$ cat src/rtl/alu_8bit.sv
// Registered 8-bit ALU: sixteen opcode-selected functions of A and B with a
// one-cycle result latency and an add-carry flag that ignores the opcode.
module alu_8bit (
    input  logic       clk,
    input  logic       rst_n,
    input  logic [7:0] A,
    input  logic [7:0] B,
    input  logic [3:0] ALU_Sel,
    output logic [7:0] ALU_Out,
    output logic       CarryOut
);

    localparam logic [3:0] OP_ADD  = 4'h0;
    localparam logic [3:0] OP_SUB  = 4'h1;
    localparam logic [3:0] OP_MUL  = 4'h2;
    localparam logic [3:0] OP_DIV  = 4'h3;
    localparam logic [3:0] OP_SHL  = 4'h4;
    localparam logic [3:0] OP_SHR  = 4'h5;
    localparam logic [3:0] OP_ROL  = 4'h6;
    localparam logic [3:0] OP_ROR  = 4'h7;
    localparam logic [3:0] OP_AND  = 4'h8;
    localparam logic [3:0] OP_OR   = 4'h9;
    localparam logic [3:0] OP_XOR  = 4'hA;
    localparam logic [3:0] OP_NOR  = 4'hB;
    localparam logic [3:0] OP_NAND = 4'hC;
    localparam logic [3:0] OP_XNOR = 4'hD;
    localparam logic [3:0] OP_GT   = 4'hE;
    localparam logic [3:0] OP_EQ   = 4'hF;

    // Division by zero saturates to all ones rather than producing X.
    function automatic logic [7:0] safe_div(input logic [7:0] num, input logic [7:0] den);
        logic [7:0] q;
        if (den == 8'h00) begin
            q = 8'hFF;
        end else begin
            q = num / den;
        end
        return q;
    endfunction

    function automatic logic [7:0] flag_byte(input logic cond);
        return cond ? 8'h01 : 8'h00;
    endfunction

    logic [8:0] sum_s;
    logic [7:0] result_s;
    logic [7:0] alu_out_r;
    logic       carry_out_r;

    // Nine-bit sum supplies both the add result and the carry flag.
    always_comb begin
        sum_s = {1'b0, A} + {1'b0, B};
    end

    // Next-result selection; every opcode value is decoded explicitly.
    always_comb begin
        result_s = 8'h00;
        case (ALU_Sel)
            OP_ADD:  result_s = sum_s[7:0];
            OP_SUB:  result_s = A - B;
            OP_MUL:  result_s = A * B;
            OP_DIV:  result_s = safe_div(A, B);
            OP_SHL:  result_s = {A[6:0], 1'b0};
            OP_SHR:  result_s = {1'b0, A[7:1]};
            OP_ROL:  result_s = {A[6:0], A[7]};
            OP_ROR:  result_s = {A[0], A[7:1]};
            OP_AND:  result_s = A & B;
            OP_OR:   result_s = A | B;
            OP_XOR:  result_s = A ^ B;
            OP_NOR:  result_s = ~(A | B);
            OP_NAND: result_s = ~(A & B);
            OP_XNOR: result_s = ~(A ^ B);
            OP_GT:   result_s = flag_byte(A > B);
            OP_EQ:   result_s = flag_byte(A == B);
            default: result_s = 8'h00;
        endcase
    end

    // Output registers with synchronous active-low reset.
    always_ff @(posedge clk) begin
        if (!rst_n) begin
            alu_out_r   <= 8'h00;
            carry_out_r <= 1'b0;
        end else begin
            alu_out_r   <= result_s;
            carry_out_r <= sum_s[8];
        end
    end

    assign ALU_Out  = alu_out_r;
    assign CarryOut = carry_out_r;

endmodule

$ cat config.mk
export PLATFORM = sky130hd
export DESIGN_NAME = alu_8bit
export DESIGN_NICKNAME = d
export VERILOG_FILES = /design/src/rtl/alu_8bit.sv
export SDC_FILE = /design/constraint.sdc
export NUM_CORES = 1
export LEC_CHECK = 0
export BUFFER_PORTS_ARGS = -buffer_cell sky130_fd_sc_hd__buf_4
export CAP_MARGIN = 5
export CORE_MARGIN = 2
export CORE_UTILIZATION = 48
export DETAILED_ROUTE_END_ITERATION = 7
export GPL_TIMING_DRIVEN = 0
export MAX_ROUTING_LAYER = met4
export PLACE_DENSITY_LB_ADDON = 0.05
export SLEW_MARGIN = 30
export SYNTH_ARGS = -nofsm -noshare
export SYNTH_HDL_FRONTEND = slang
export SYNTH_SLANG_ARGS = --single-unit
$ cat constraint.sdc
create_clock -name clk -period 12.82 [get_ports clk]
set_input_delay 1.923 -clock clk [delete_from_list [all_inputs] [get_ports clk]]
set_output_delay 1.923 -clock clk [all_outputs]
set_load 0.01 [all_outputs]
==> results.py <==
metrics = {
    "finish": {
        "nFillCells": 855,
        "drive_gt1_share_pct": 12.9,
        "antenna_cells": 0,
        "final_nets": 736,
        "syn2layout_area_growth_pct": 13.4,
    },
    "logic_synthesis": {
        "synth.yosys.seq_area_share_pct": 4.25,
        "yosysWarnings": 0,
        "synth_ff_type": "dfxtp_1",
        "synth_area_per_cell_um2": 7.34,
        "syn_inst": 577,
        "ys_ff_latch": 9,
        "syn_area_um2": 4240,
        "ys_types": 65,
        "synth_edf_count": 0,
        "ys_async_sr_fraction_pct": 0,
        "syn_nets": 692,
    },
    "global_routing": {
        "grt_pass1_wl_um": 23100,
        "antenna_found_initial": 0,
        "gr-usage-all-layers_pct": 30.6,
        "grt_overflow": 0,
        "grt_max_degree": 19,
        "grt_pass1_vias": 4425,
    },
    "sta": {
        "rsz0062_at_grt": "false",
        "setup_viol": 0,
        "fmax_ghz": 0.0817,
        "final.period_utilization_pct": 95.5,
        "worst_slack_ns": 0.581,
        "timing.hold.ws_ns": 2.15,
        "max_slew_margin_pct": 22.5,
        "report.final.slew_viol_count": 0,
        "finalCriticalPeriod_ns": 12.24,
        "tightest_slew_ns": 1.13,
        "hold_violations": 0,
    },
    "clocking": {
        "clkTransAtPathRegs_ns": 0.05,
        "htree_levels": 1,
        "cts_buffer_depth": 2,
        "clock_sinks": 9,
        "root_buffer": "clkbuf_8",
        "cts_tree": "yes",
        "holdBufCountCts": 0,
        "cts_buffers": 3,
    },
    "setup_path": {
        "path_delay_family": "compound AO/OA/AOI/OAI gates",
        "cp.depth": 43,
        "critPathLaunch": "B[1]",
        "cp.arrival_ns": 12.34,
        "cp-endpoint": "ALU_Out[0]",
        "crit_type": "in -> reg",
        "cp-start-kind": "primary input",
        "max_stage_delay_ns": 0.65,
        "crit_path_frequent_cell": "ha_1",
        "cp_data_required_time_ns": 12.92,
        "critPathBufInv": 6,
        "slowest_stage": "clkinv_1",
        "crit_fanout": 18,
        "worstSetupEndpointType": "flip-flop",
    },
    "die": {
        "row_count": 34,
        "die_h_um": 98.0,
        "die_w_um": 98.0,
        "start_util_pct": 49.1,
        "ios": 31,
        "dieArea_um2": 9600,
        "coreArea_um2": 8640,
    },
    "drt": {
        "drc": 0,
        "postRouteAntennaNets": 0,
        "routed_via_density": 6.17,
        "wl_per_cell_um": 19.9,
        "dr.first_iter.drc_count": 291,
        "vias": 4490,
        "first_pass_iters": 6,
        "finalWirelength_um": 14500,
    },
    "placement": {
        "port_buffers": 27,
        "dpl.hpwl_um": 11200,
        "place_ws_ns": -0.697,
        "place_congestion": 1.03,
    },
    "power": {
        "switchingPower_uw": 157,
        "leakage_uw": 0.00217,
        "seqPwrFrac_pct": 9.9,
        "internal_power_uw": 164,
        "switching_share_pct": 49.0,
        "peakVddDrop_mv": 0.0308,
        "p_comb_share_pct": 79.8,
        "cellPowerDensity_nw_per_um2": 66.8,
        "clkPwrFrac_pct": 10.3,
    },
    "flow_run": {
        "drv_cap": 0,
    },
    "hold_path": {
        "hold_class": "in -> reg",
    },
    "status": {
        "outcome": "complete, no violations",
    },
}
-- registers in the layout (all words and copies together), names as in the netlist --
name	count
ALU_Out	8
CarryOut	1
-- routing by layer --
metal	GRT usage [%]	vias up	part of all wire, %
met5	-	-	0
met4	7.48	0	2.3
met3	2.79	30	6.3
met1	39.9	2133	43
li1	-	2158	-
met2	51.3	169	48
-- synthesized netlist by cell type (all sizes together), types with 4 or more instances --
cell type  count  area [um^2]
o211ai         5         42.5
o22ai          9         56.3
xor2           8         70.1
inv           52          195
o221a          4         45.0
mux2i         15          150
nand3         13         65.1
dfxtp          9          180
a21oi         38          190
o221ai         4         35.0
buf            5         22.5
nand2         36          135
and3           4         25.0
a31oi          7         43.8
or3            7         43.8
nor2          64          240
nor4           4         25.0
ha            79          988
a21boi         6         45.0
fa            14          280
a21o           7         52.6
nor2b          5         31.3
nor3          23          115
o21a          17          128
mux2          10          124
clkbuf        18         67.6
a211oi         7         70.1
xnor2         25          219
o21ai         41          205
-- layout by cell type (no fill, tap or decap), drive strengths merged, types with 4 or more instances in the layout --
cell    synthesis  final
fa             14     14
a21o            7      7
a211oi          7      7
o211ai          5      5
nor2b           5      5
inv            52     51
nand2          36     36
nor4            4      4
mux2           10     10
dfxtp           9      9
and3            4      4
ha             79     79
xnor2          25     25
or3             7      7
o221a           4      4
o21ai          41     41
clkbuf         18     22
a21boi          6      6
o221ai          4      4
o22ai           9      9
buf             5     44
nor2           64     64
nor3           23     23
xor2            8      8
a21oi          38     38
nand3          13     13
a31oi           7      7
mux2i          15     15
o21a           17     17
-- cell families after synthesis --
group	synth area share, %
simple gates	19.1
compound gates	26.5
fa+ha+maj	29.9
buf+inv	6.91
xor+xnor	6.82
mux	6.47
flops	4.25
-- tightest hold or removal path, delay by kind of cell --
| family | cells | cell delay, ns |
|---|---|---|
| compound gates | 1 | 0.09 |
| buf+inv | 1 | 0.10 |
| simple gates | 2 | 0.20 |
-- timing repair --
action                                  CTS  global route
endpoints found under the setup margin    1             1
pin swaps                                 2             6
gates resized for setup                   3            18
buffers inserted                          2            10
-- power by group through the flow --
stage | clock network, uW | registers (uW) | logic [uW]
after floorplan | 0 | 33.7 | 176
after global placement | 0 | 32.1 | 238
after detailed placement | 0 | 32.3 | 242
after CTS | 33.5 | 31.8 | 245
after global routing | 35.9 | 32.0 | 285
final | 33.0 | 31.8 | 256
-- final cells by class --
cell class	instances	area, um^2	share of cell area [%]
Buffer	23	90.1	1.87
Sequential cell	9	180	3.75
Clock buffer	4	45.0	0.937
Tap cell	108	135	2.81
Inverter	54	206	4.30
Multi-Input combinational cell	491	3850	80.2
Timing Repair Buffer	39	293	6.09
-- metrics by stage --
stage	total power [uW]	cells	setup TNS [ns]	area, um^2	utilization (%)
after global placement	270	712	-0.522	4580	53.0
after detailed placement	274	712	-0.697	4580	53.0
after floorplan	210	577	0	4240	-
after global routing	353	728	0	4800	55.6
final	321	728	0	4800	55.6
after CTS	310	718	0	4650	53.8
-- how the worst min path moves through the flow --
stage,startpoint,cells past startpoint,end
2_1_floorplan,ALU_Sel[2],3,ALU_Out[5]
3_3_place_gp,ALU_Out[7],1,ALU_Out[7]
4_1_cts,ALU_Sel[2],4,ALU_Out[5]
6_report,ALU_Sel[2],4,ALU_Out[5]
3_5_place_dp,CarryOut,1,CarryOut
5_1_grt,rst_n,2,ALU_Out[1]
(Power assumes the default switching activity.)
